$ cat src/rtl/vid_pattern_gen.sv
// Video timing and test-pattern generator: sync/blank/daten with per-signal polarity, RGB test patterns.
// Latency: outputs registered one cycle after the counters; no backpressure (free-running pixel clock).
// Optional build macro: VID_SCROLL_EN (patterns scroll left one pixel per frame).
module vid_pattern_gen #(
  parameter int CW       = 16,
  parameter int SW       = 8,
  parameter int DW       = 8,
  parameter int BAR_LOG2 = 4,
  parameter int CHK_LOG2 = 3
) (
  input  logic            clk,
  input  logic            rst_n,
  input  logic            ctrl_ven,
  input  logic            ctrl_hsync_pol,
  input  logic            ctrl_vsync_pol,
  input  logic            ctrl_blank_pol,
  input  logic            ctrl_daten_pol,
  input  logic [SW-1:0]   Thsync,
  input  logic [SW-1:0]   Thgdel,
  input  logic [CW-1:0]   Thgate,
  input  logic [CW-1:0]   Thlen,
  input  logic [SW-1:0]   Tvsync,
  input  logic [SW-1:0]   Tvgdel,
  input  logic [CW-1:0]   Tvgate,
  input  logic [CW-1:0]   Tvlen,
  input  logic [1:0]      mode,
  input  logic [3*DW-1:0] fill_rgb,
  output logic            eoh,
  output logic            eov,
  output logic            hsync,
  output logic            vsync,
  output logic            blank,
  output logic            daten,
  output logic [3*DW-1:0] pdata
);

  localparam int CW1 = CW + 1;
  localparam int XW0 = (DW > BAR_LOG2 + 3) ? DW : BAR_LOG2 + 3;
  localparam int XW  = (XW0 > CHK_LOG2 + 1) ? XW0 : CHK_LOG2 + 1;

  typedef enum logic [1:0] {H_SYNC, H_GDEL, H_GATE, H_FP} h_state_t;
  typedef enum logic [1:0] {V_SYNC, V_GDEL, V_GATE, V_FP} v_state_t;

  logic [SW-1:0] sh_thsync, sh_thgdel, sh_tvsync, sh_tvgdel;
  logic [CW-1:0] sh_thgate, sh_thlen, sh_tvgate, sh_tvlen;
  logic [1:0]    sh_mode;
  logic          load_pend, en_q;
  logic [CW-1:0] hcnt, vcnt, hcnt_nxt, vcnt_nxt;

  logic [CW-1:0]  hlen, vlen;
  logic [CW1-1:0] h_s1, h_s2, h_s3, v_s1, v_s2, v_s3;
  logic           h_end, v_end, fwrap, visible, y_chk;
  h_state_t       h_st;
  v_state_t       v_st;
  logic [XW-1:0]  xs;
  logic [2:0]     bar_c;
  logic [3*DW-1:0] pat;

`ifdef VID_SCROLL_EN
  logic [CW-1:0] offset;

  always_ff @(posedge clk) begin
    if (!rst_n || !ctrl_ven) offset <= '0;
    else if (fwrap)          offset <= offset + CW'(1);
  end

  assign xs = XW'(hcnt - h_s2[CW-1:0] + offset);
`else
  assign xs = XW'(hcnt - h_s2[CW-1:0]);
`endif

  always_comb begin
    hlen  = (sh_thlen < CW'(2)) ? CW'(2) : sh_thlen;
    vlen  = (sh_tvlen < CW'(2)) ? CW'(2) : sh_tvlen;
    h_s1  = CW1'(sh_thsync);
    h_s2  = h_s1 + CW1'(sh_thgdel);
    h_s3  = h_s2 + CW1'(sh_thgate);
    v_s1  = CW1'(sh_tvsync);
    v_s2  = v_s1 + CW1'(sh_tvgdel);
    v_s3  = v_s2 + CW1'(sh_tvgate);
    h_end = hcnt >= hlen - CW'(1);
    v_end = vcnt >= vlen - CW'(1);
    fwrap = en_q && h_end && v_end;

    h_st = H_FP;
    if      (CW1'(hcnt) < h_s1) h_st = H_SYNC;
    else if (CW1'(hcnt) < h_s2) h_st = H_GDEL;
    else if (CW1'(hcnt) < h_s3) h_st = H_GATE;
    v_st = V_FP;
    if      (CW1'(vcnt) < v_s1) v_st = V_SYNC;
    else if (CW1'(vcnt) < v_s2) v_st = V_GDEL;
    else if (CW1'(vcnt) < v_s3) v_st = V_GATE;
    visible = (h_st == H_GATE) && (v_st == V_GATE);

    // A fresh enable holds (0,0) for one cycle so the first output lands two edges later.
    hcnt_nxt = '0;
    vcnt_nxt = '0;
    if (ctrl_ven && en_q) begin
      if (h_end) vcnt_nxt = v_end ? '0 : vcnt + CW'(1);
      else begin
        hcnt_nxt = hcnt + CW'(1);
        vcnt_nxt = vcnt;
      end
    end

    y_chk = |(((vcnt - v_s2[CW-1:0]) >> CHK_LOG2) & CW'(1));
    bar_c = 3'd7 - xs[BAR_LOG2+2:BAR_LOG2];
    case (sh_mode)
      2'd0:    pat = {{DW{bar_c[2]}}, {DW{bar_c[1]}}, {DW{bar_c[0]}}};
      2'd1:    pat = {3{xs[DW-1:0]}};
      2'd2:    pat = {3*DW{xs[CHK_LOG2] ^ y_chk}};
      default: pat = fill_rgb;
    endcase
  end

  always_ff @(posedge clk) begin
    if (!rst_n) begin
      hcnt      <= '0;
      vcnt      <= '0;
      en_q      <= 1'b0;
      load_pend <= 1'b1;
      sh_thsync <= '0;
      sh_thgdel <= '0;
      sh_thgate <= '0;
      sh_thlen  <= '0;
      sh_tvsync <= '0;
      sh_tvgdel <= '0;
      sh_tvgate <= '0;
      sh_tvlen  <= '0;
      sh_mode   <= '0;
    end else begin
      hcnt      <= hcnt_nxt;
      vcnt      <= vcnt_nxt;
      en_q      <= ctrl_ven;
      load_pend <= 1'b0;
      if (load_pend || !ctrl_ven || fwrap) begin
        sh_thsync <= Thsync;
        sh_thgdel <= Thgdel;
        sh_thgate <= Thgate;
        sh_thlen  <= Thlen;
        sh_tvsync <= Tvsync;
        sh_tvgdel <= Tvgdel;
        sh_tvgate <= Tvgate;
        sh_tvlen  <= Tvlen;
        sh_mode   <= mode;
      end
    end
  end

  always_ff @(posedge clk) begin
    if (!rst_n) begin
      hsync <= 1'b0;
      vsync <= 1'b0;
      blank <= 1'b0;
      daten <= 1'b0;
      eoh   <= 1'b0;
      eov   <= 1'b0;
      pdata <= '0;
    end else if (!en_q) begin
      hsync <= ctrl_hsync_pol;
      vsync <= ctrl_vsync_pol;
      blank <= ~ctrl_blank_pol;
      daten <= ctrl_daten_pol;
      eoh   <= 1'b0;
      eov   <= 1'b0;
      pdata <= '0;
    end else begin
      hsync <= (h_st == H_SYNC) ^ ctrl_hsync_pol;
      vsync <= (v_st == V_SYNC) ^ ctrl_vsync_pol;
      blank <= ~visible ^ ctrl_blank_pol;
      daten <= visible ^ ctrl_daten_pol;
      eoh   <= h_end;
      eov   <= h_end && v_end;
      pdata <= visible ? pat : '0;
    end
  end

endmodule

$ cat config.mk
export PLATFORM = sky130hd
export DESIGN_NAME = vid_pattern_gen
export DESIGN_NICKNAME = d
export VERILOG_FILES = /design/src/rtl/vid_pattern_gen.sv
export SDC_FILE = /design/constraint.sdc
export NUM_CORES = 1
export LEC_CHECK = 0
export CORE_UTILIZATION = 45
export CTS_BUF_LIST = sky130_fd_sc_hd__clkbuf_8
export CTS_CLUSTER_SIZE = 10
export DETAILED_ROUTE_END_ITERATION = 12
export PLACE_DENSITY = 0.66
export SYNTH_ARGS = -nofsm -noshare
export SYNTH_HDL_FRONTEND = slang
export SYNTH_SLANG_ARGS = --single-unit
$ cat constraint.sdc
create_clock -name clk -period 5.7 [get_ports clk]
set_clock_uncertainty 0.15 [all_clocks]
set_input_delay 0.57 -clock clk [delete_from_list [all_inputs] [get_ports clk]]
set_output_delay 0.57 -clock clk [all_outputs]
set_load 0.01 [all_outputs]
==> After elaboration in Yosys (flattened, before gate mapping) <==
Index checks and enable logic that the tools add are counted.
{ "op_classes": {"n_reduce_logical": 15, "bitwise": 9, "add_sub_neg": 11, "n_eq_ne": 4, "mux": 15, "order_cmp": 10} }
{ "op_table": {"columns": ["operator", "count"], "rows": [
  ["$pmux W24 S3", 1],
  ["$mux W16", 3],
  ["$add A9 B16 Y17", 2],
  ["$lt A16 B17 Y1", 2],
  ["$add A16 B1 Y16 const B", 2],
  ["$ge A16 B16 Y1", 2],
  ["$lt A16 B2 Y1 const B", 2],
  ["$lt A16 B8 Y1", 2],
  ["$lt A16 B9 Y1", 2],
  ["$sub A16 B1 Y16 const B", 2],
  ["$add A8 B8 Y9", 2],
  ["$mux W2", 4],
  ["$sub A8 B8 Y8", 1],
  ["$mux W1", 7],
  ["$eq A2 B2 Y1 const B", 3],
  ["$logic_not A2 Y1", 3],
  ["$logic_and A1 B1 Y1", 5],
  ["$xor A1 B1 Y1", 5],
  ["$not A1 Y1", 4],
  ["$reduce_and A2 Y1", 2],
  ["$sub A4 B4 Y4", 1],
  ["$reduce_and A3 Y1", 1],
  ["$reduce_or A3 Y1", 1],
  ["$sub A3 B3 Y3 const A", 1],
  ["3 further kinds", 4]
]} }
{ "word_totals": {"wordCells": 84, "reg_bits": 162, "in_bits": 129} }

==> Longest topological paths before layout <==
Gate-level depths: netlist (run 1).
{ "depth": {"word_depth": 11, "depth_mapped": 28, "depth_no_buf": 26} }

==> Worst setup path after synthesis (run 1) <==
OpenSTA, ideal clock, no wires.
{ "synth_path": {"path_kind": "register to register", "start": "register sh_thsync[0]", "end": "register pdata[10]", "slack_ns": 0.751, "setup_ns": 0.059, "required_time_ns": 5.491, "arrival_ns": 4.740, "stages_incl_launch_ff": 26, "cell_sequence": "dfxtp_1 > ha_1 > inv_1 > fa_1 > inv_1 > a21oi_1 > o21bai_1 > xor2_1 > ha_1 > a21oi_1 > nor2b_1 > a311o_2 > a31o_1 > a21o_1 > nand3_1 > xor2_1 > ha_1 > a211o_1 > a2111oi_0 > nand2_1 > a31oi_1 > a311oi_2 > and4b_1 > buf_6 > buf_6 > o221a_2"} }
{ "synth_between": {"elab_chain_cells": 9, "elab_cells_between_ends": 15, "classes_between": "add/sub (4); order compare (3); eq/ne (1); mux (4); bitwise (1); reduce/logical (2)"} }
{ "synth_lines": {"columns": ["element", "line_no", "rtl"], "rows": [
  ["start: declaration", "44", "logic [SW-1:0] sh_thsync, sh_thgdel, sh_tvsync, sh_tvgdel;"],
  ["start signal: assignment", "137", "sh_thsync <= Thsync;"],
  ["$add A8 B8 Y9", "76", "h_s2 = h_s1 + CW1'(sh_thgdel);"],
  ["$add A9 B16 Y17", "77", "h_s3 = h_s2 + CW1'(sh_thgate);"],
  ["$lt A16 B17 Y1", "88", "else if (CW1'(hcnt) < h_s3) h_st = H_GATE;"],
  ["$mux W1", "88", null],
  ["$mux W2", "87", "else if (CW1'(hcnt) < h_s2) h_st = H_GDEL;"],
  ["$mux W2", "86", "if (CW1'(hcnt) < h_s1) h_st = H_SYNC;"],
  ["$eq A2 B2 Y1", "93", "visible = (h_st == H_GATE) && (v_st == V_GATE);"],
  ["$logic_and A1 B1 Y1", "93", null],
  ["$reduce_and A3 Y1 (no source line)", null, null],
  ["end signal: assignment", "174", "pdata <= visible ? pat : '0;"],
  ["end: declaration", "34", "output logic [3*DW-1:0] pdata"]
]} }
Several ways; a longest one is shown, not always the timed one.
A chain may end at the register's enable or synchronous reset.

==> Final worst setup path (run 1) <==
{ "layout_path": {"start": "register sh_thsync[0]", "end": "register pdata[12]"} }
Same word-level chain as after synthesis.

==> results.tsv, run 1 <==
stage	metric	value	unit
final_layout	nFillCells	2126	
grt	grt_pass1_vias	8268	
grt	antenna_found_initial	0	
synth	synthTopCellsByArea	dfxtp_1 31%, ha_1 16%, nand3_1 6.1%, nand2_1 5.9%, o21ai_0 5.5%	
placed_design	dp.cells	1640	
synth	synth_cell_types	60	
critical_path	critPathMaxFanout	24	
sta	relSlewSlack	0.426	
synth	synth_largest_area_cell	dfxtp_1	
floorplanning	boundaryPins	159	
synth	async_flop_share	0	
synth	yosys.area_share.simple	0.208	
synth	synthAdderAreaFrac	0.171	
clock_network	clockRootBuffer	clkbuf_8	
clock_network	clk_pin_slew	0.10	ns
grt	gr-total-overflow	0	
floorplanning	rows	55	
floorplanning	die_h	153	um
synth	synthTopCellsByCount	162 x dfxtp_1, 162 x nand2_1, 133 x ha_1	
clock_network	clockBufferDepth	2	
final_layout	seq_area	0.00324	mm2
pwr	p_leak	0.00526	uW
clock_network	numCtsBuffers	17	
critical_path	critPathLaunchType	register	
synth	netlist_instances	1248	
floorplanning	core	0.0226	mm2
final_layout	drive_above_1_share	0.0498	
pwr	ir_drop	176	uV
placed_design	place_congestion	0.861	
floorplanning	initial_utilization	0.457	
synth	synth_top_area_frac	0.314	
synth	yosys_warnings	0	
final_layout	diodes	0	
status	status	complete, no violations	
final_layout	multi_input_area	0.00659	mm2
critical_path	cp_data_arrival_time	5.56	ns
run	drv_cap	0	
sta	period_needed	5.30	ns
route	drc	0	
sta	maxSlewViolCount	0	
sta	finalCritPeriodShare	0.931	
synth	ys.flop_type	dfxtp_1	
route	wl	25300	um
final_layout	nets	1641	
clock_network	cts_sinks	162	
synth	synth.area.mux_share	0.00291	
sta	rsz0062_at_grt	no	
route	num_vias	8858	
route	dr.pass1.iters	4	
min_path	holdCritPathClass	reg2reg	
route	vias_per_cell	5.30	
synth	postSynthAreaPerCell	8.27	um2
synth	yosysSeqAreaShare	0.314	
grt	grt_pass1_wl	41800	um
clock_network	cts_tree	done	
clock_network	cts_setup_buffers	0	
synth	synth_top_family_by_area	simple AND/OR/NAND/NOR gates	
sta	worst_pin_slew	0.861	ns
critical_path	required	5.95	ns
critical_path	critical_path.max_stage_delay	0.39	ns
critical_path	cpMostUsedCell	ha_1	
critical_path	crit_chain	ha_1 -> inv_1 -> fa_1 -> inv_1 -> a21oi_1 -> o21bai_1 -> xor2_1 -> ha_1 -> a21oi_1 -> nor2b_1 -> a311o_2 -> a31o_1 -> a21o_1 -> nand3_1 -> xor2_1 -> ha_1 -> a211o_1 -> a2111oi_2 -> nand2_1 -> a31oi_1 -> a311oi_2 -> and4b_1 -> buf_6 -> o221a_2	
sta	setup_viol	0	
floorplanning	dieWidth	153	um
synth	synth.ff_latch_count	162	
placed_design	io_buffers	158	
critical_path	crit_type	reg2reg	
critical_path	crit_path_end_kind	register	
synth	synth_nets	1515	
placed_design	dp_hpwl	19500	um
route	drtAntennaViolNets	0	
synth	netlist_area	0.0103	mm2
grt	grt_max_degree	117	
final_layout	area_growth	20.8	%
route	avgRoutedWirePerCell	15.1	um
clock_network	h-tree-depth	4	
sta	tns	0	ns
clock_network	clk_latency	0.46	ns
synth	synth_enable_flop_cells	0	
route	drt_iter0_drc	369	
grt	grt_usage	0.219	
pwr	cellPowerDensity	222	mW/mm2
sta	fmax	0.189	GHz
sta	hold_viol_final	0	
synth	synth-compound-area-share	0.169	
floorplanning	dieArea	0.0235	mm2
critical_path	slowest_stage	fa_1	
synth	synth_xor_area_frac	0.0874	
final_layout	finalNonFillerCells	1671	
## where the power goes
part | switching (uW) | internal (uW)
logic | 345 | 301
registers | 48.7 | 1180
clock network | 450 | 439
## layout by cell type (no fill, tap or decap), drive strengths merged, types with 4 or more instances in the layout
cell type / count
and3: 12
clkbuf: 21
nand3: 125
a211oi: 9
nand2: 162
xor2: 61
inv: 60
buf: 6
nor4: 12
nand2b: 17
dfxtp: 162
nor2b: 9
fa: 5
xnor2: 42
or3: 4
o21a: 7
a21oi: 37
o21ai: 133
nor3: 14
nor2: 72
and4: 4
o221a: 23
ha: 133
o21bai: 6
nand4: 14
clkdlybuf4s50: 157
a21o: 24
## metrics by stage
| stage | hold WS, ns | setup WS [ns] | util | area, um2 | total power [uW] |
|---|---|---|---|---|---|
| 2_1_floorplan | 0.286 | 0.751 | - | 10300 | 1680 |
| 3_3_place_gp | 0.304 | 0.391 | 0.533 | 12000 | 1890 |
| 3_5_place_dp | 0.310 | 0.287 | 0.533 | 12000 | 1900 |
| 4_1_cts | 0.322 | 0.242 | 0.552 | 12500 | 2780 |
| 5_1_grt | 0.350 | 0.0398 | 0.552 | 12500 | 2920 |
| 6_report | 0.319 | 0.396 | 0.552 | 12500 | 2760 |
## state kept, by name, summed over array words and instances (netlist names)
register	count
sh_tvgdel	8
daten	1
hcnt	16
eoh	1
pdata	24
hsync	1
sh_thsync	8
eov	1
sh_thlen	16
sh_thgate	16
sh_mode	2
blank	1
sh_tvlen	16
vsync	1
sh_thgdel	8
load_pend	1
sh_tvsync	8
sh_tvgate	16
en_q	1
vcnt	16
## repair_timing
| item | 4_1_cts | 5_1_grt |
|---|---|---|
| endpoints found under the setup margin | 0 | 24 |
| hold buffers | 0 | 0 |
| resized for setup | 0 | 3 |
## area by class of cell
cell class,instances,area share
Sequential cell,162,0.260
Timing Repair Buffer,163,0.132
Clock buffer,21,0.0232
Clock inverter,10,0.00994
Multi-Input combinational cell,974,0.529
Tap cell,285,0.0286
Inverter,56,0.0169
## critical path, delay by kind of cell, from the launching register on
kind / cells / cell delay (ns)
compound gates: 11 / 2.36
xor+xnor: 2 / 0.37
fa+ha+maj: 4 / 1.12
buf+inv: 3 / 0.32
flops: 1 / 0.36
simple gates: 4 / 0.56
## worst paths after layout
kind	start	to	slack, ns	cells past startpoint
worst max-delay path	sh_thsync[0]$_SDFFE_PN0P_	pdata[12]$_SDFF_PN0_	0.40	24
worst max register to register	sh_thsync[0]$_SDFFE_PN0P_	pdata[12]$_SDFF_PN0_	0.40	24
worst min-delay path	sh_tvgdel[0]$_SDFFE_PN0P_	sh_tvgdel[0]$_SDFFE_PN0P_	0.32	2
worst min register to register	sh_tvgdel[0]$_SDFFE_PN0P_	sh_tvgdel[0]$_SDFFE_PN0P_	0.32	2
## layer usage
layer  up-vias  GRT usage  share of wire
met1      4001      0.317           0.53
met4         0     0.0471          0.010
li1       4669          -              -
met5         -          0              0
met3        16     0.0414          0.042
met2       172      0.337           0.42
## kinds of logic after synthesis
kind of cell,after synthesis
and+or+nand+nor,459
AOI/OAI and AO/OA,271
DFF,162
adders and majority gates,138
buffers and inverters,112
xor gates and xnor gates,103
muxes,3
Note: power is estimated with default switching activity, not from simulation.
==> run 2: changes to the inputs <==
--- a/config.mk
+++ b/config.mk
@@ -5,11 +5,12 @@
 export SDC_FILE = /design/constraint.sdc
 export NUM_CORES = 1
 export LEC_CHECK = 0
-export CORE_UTILIZATION = 45
+export CORE_ASPECT_RATIO = 1.75
+export CORE_UTILIZATION = 35
 export CTS_BUF_LIST = sky130_fd_sc_hd__clkbuf_8
 export CTS_CLUSTER_SIZE = 10
 export DETAILED_ROUTE_END_ITERATION = 12
-export PLACE_DENSITY = 0.66
+export PLACE_DENSITY = 0.53
 export SYNTH_ARGS = -nofsm -noshare
 export SYNTH_HDL_FRONTEND = slang
 export SYNTH_SLANG_ARGS = --single-unit
==> results.tsv, run 2 (synthesis gave the netlist of run 1 again) <==
stage	metric	value	unit	change
status	status	complete, no violations		unchanged
clock_network	clockRootBuffer	clkbuf_8		unchanged
route	vias_per_cell	5.06		was 5.30
sta	worst_pin_slew	1.02	ns	was 0.861 ns
pwr	cellPowerDensity	225	mW/mm2	was 222 mW/mm2
pwr	p_leak	0.00528	uW	was 0.00526 uW
sta	setup_viol	0		unchanged
critical_path	cpMostUsedCell	ha_1		unchanged
sta	period_needed	5.38	ns	was 5.30 ns
floorplanning	boundaryPins	159		unchanged
final_layout	nFillCells	2914		was 2,126
floorplanning	initial_utilization	0.358		was 0.457
clock_network	clk_latency	0.50	ns	was 0.46 ns
grt	grt_usage	0.199		was 0.219
grt	gr-total-overflow	0		unchanged
clock_network	numCtsBuffers	17		unchanged
sta	relSlewSlack	0.311		was 0.426
clock_network	cts_tree	done		unchanged
grt	grt_max_degree	119		was 117
route	dr.pass1.iters	4		unchanged
critical_path	cp.buffers_inverters	3		unchanged
final_layout	multi_input_area	0.00661	mm2	was 0.00659 mm2
critical_path	critPathLaunchType	register		unchanged
min_path	holdCritPathClass	reg2reg		unchanged
floorplanning	core	0.0288	mm2	was 0.0226 mm2
route	avgRoutedWirePerCell	16.5	um	was 15.1 um
sta	fmax	0.186	GHz	was 0.189 GHz
critical_path	critical_path.max_stage_delay	0.39	ns	about the same
critical_path	crit_path_end_kind	register		unchanged
final_layout	seq_area	0.00324	mm2	unchanged
route	drtAntennaViolNets	0		unchanged
grt	grt_pass1_wl	46400	um	was 41,800 um
critical_path	slowest_stage	fa_1		unchanged
critical_path	required	5.98	ns	was 5.95 ns
clock_network	clockBufferDepth	2		unchanged
pwr	comb_power_share	0.230		was 0.234
critical_path	critPathMaxFanout	24		unchanged
grt	antenna_found_initial	2		was 0
run	drv_cap	0		unchanged
pwr	clkPwrFrac	0.339		was 0.322
route	wl	29300	um	was 25,300 um
pwr	ir_drop	152	uV	was 176 uV
final_layout	area_growth	22.7	%	was 20.8%
route	drc	0		unchanged
placed_design	io_buffers	158		unchanged
floorplanning	rows	82		was 55
floorplanning	dieWidth	132	um	was 153 um
sta	maxSlewViolCount	0		unchanged
pwr	switchingPower	858	uW	was 845 uW
floorplanning	die_h	229	um	was 153 um
grt	grt_pass1_vias	9066		was 8,268
final_layout	final_cell_mix	162 x nand2_1, 162 x dfxtp_1, 157 x clkdlybuf4s50_1		unchanged
final_layout	drive_above_1_share	0.0526		was 0.0498
route	num_vias	8944		was 8,858
clock_network	cts_sinks	162		unchanged
placed_design	place_congestion	0.837		was 0.861
pwr	power	2850	uW	was 2760 uW
final_layout	largest_register	pdata		unchanged
final_layout	nets	1642		was 1,641
critical_path	crit_type	reg2reg		unchanged
sta	finalCritPeriodShare	0.944		was 0.931
sta	hold_viol_final	0		unchanged
critical_path	cp_data_arrival_time	5.66	ns	was 5.56 ns
route	drt_iter0_drc	394		was 369
sta	tns	0	ns	unchanged
clock_network	h-tree-depth	4		unchanged
clock_network	clk_pin_slew	0.09	ns	was 0.10 ns
placed_design	dp_hpwl	23100	um	was 19,500 um
critical_path	crit_chain	ha_1 -> inv_1 -> fa_1 -> inv_1 -> a21oi_1 -> o21bai_1 -> xor2_1 -> ha_1 -> a21oi_1 -> nor2b_1 -> a311o_2 -> a31o_1 -> a21o_1 -> nand3_1 -> xor2_1 -> ha_1 -> a211o_1 -> a2111oi_4 -> nand2_1 -> a31oi_1 -> a311oi_2 -> and4b_2 -> buf_12 -> o221a_2		was ha_1 -> inv_1 -> fa_1 -> inv_1 -> a21oi_1 -> o21bai_1 -> xor2_1 -> ha_1 -> a21oi_1 -> nor2b_1 -> a311o_2 -> a31o_1 -> a21o_1 -> nand3_1 -> xor2_1 -> ha_1 -> a211o_1 -> a2111oi_2 -> nand2_1 -> a31oi_1 -> a311oi_2 -> and4b_1 -> buf_6 -> o221a_2
pwr	p_int	1990	uW	was 1920 uW
pwr	p_sw_frac	0.301		was 0.306
pwr	seqPwrFrac	0.431		was 0.444
floorplanning	dieArea	0.0302	mm2	was 0.0235 mm2
final_layout	largest_reg_flops	24		unchanged
critical_path	critPathTopFamily	compound AO/OA/AOI/OAI gates		unchanged
-- run 2: changes by cell type in the layout (fill, tap and decap cells not counted), moves of 2 or more --
cell       delta
inv_6         -3
bufinv_16     +2
clkinv_2      +2
diode_2       +2
-- run 2: layout make-up --
class,instances,area share
Clock buffer,20,0.0217
Multi-Input combinational cell,974,0.522
Sequential cell,162,0.256
Tap cell,378,0.0374
Timing Repair Buffer,164,0.132
Clock inverter,12,0.0142
Antenna cell,2,0.000395
Inverter,56,0.0166
-- run 2: final timing paths --
| check | startpoint | end | slack [ns] | cells past startpoint |
|---|---|---|---|---|
| min | sh_tvgdel[2]$_SDFFE_PN0P_ | sh_tvgdel[2]$_SDFFE_PN0P_ | 0.32 | 2 |
| max | sh_thsync[0]$_SDFFE_PN0P_ | pdata[0]$_SDFF_PN0_ | 0.32 | 24 |
| max reg2reg | sh_thsync[0]$_SDFFE_PN0P_ | pdata[0]$_SDFF_PN0_ | 0.32 | 24 |
| min reg2reg | sh_tvgdel[2]$_SDFFE_PN0P_ | sh_tvgdel[2]$_SDFFE_PN0P_ | 0.32 | 2 |
-- run 2: layer usage --
| metal | global-route usage | part of all wire | up-vias |
|---|---|---|---|
| met1 | 0.202 | 0.39 | 4092 |
| met3 | 0.0323 | 0.027 | 42 |
| li1 | - | - | 4677 |
| met2 | 0.385 | 0.55 | 133 |
| met5 | 0 | 0 | - |
| met4 | 0.0996 | 0.037 | 0 |
-- run 2: worst register-to-register path, stage by stage (launching register included) --
cell and delay (ns):
dfxtp_1 0.37, ha_1 0.18, inv_1 0.05, fa_1 0.39
inv_1 0.07, a21oi_1 0.06, o21bai_1 0.22, xor2_1 0.23
ha_1 0.31, a21oi_1 0.16, nor2b_1 0.06, a311o_2 0.38
a31o_1 0.26, a21o_1 0.24, nand3_1 0.11, xor2_1 0.15
ha_1 0.25, a211o_1 0.30, a2111oi_4 0.33, nand2_1 0.08
a31oi_1 0.17, a311oi_2 0.08, and4b_2 0.34, buf_12 0.17
o221a_2 0.19
-- run 2: power by group through the flow --
stage | sequential (uW) | clock, uW | combinational, uW
5_1_grt | 1240 | 1040 | 735
3_5_place_dp | 1260 | 0 | 659
3_3_place_gp | 1260 | 0 | 652
4_1_cts | 1230 | 1000 | 662
6_report | 1230 | 967 | 655
2_1_floorplan | 1240 | 0 | 438
-- run 2: repair_timing --
item / in CTS / in global routing
hold buffers: 0 / 0
setup endpoints to repair: 0 / 26
resized for setup: 0 / 5
buffers inserted: 0 / 1
-- run 2: stage by stage --
stage,setup WS [ns],area [um2],hold slack (ns),std cells,utilization
after global routing,-0.0131,12700,0.345,1768,0.439
final,0.317,12700,0.316,1768,0.439
after detailed placement,0.232,12200,0.309,1733,0.422
after CTS,0.194,12600,0.321,1765,0.438
after floorplan,0.751,10300,0.286,1248,-
after global placement,0.302,12200,0.303,1733,0.422
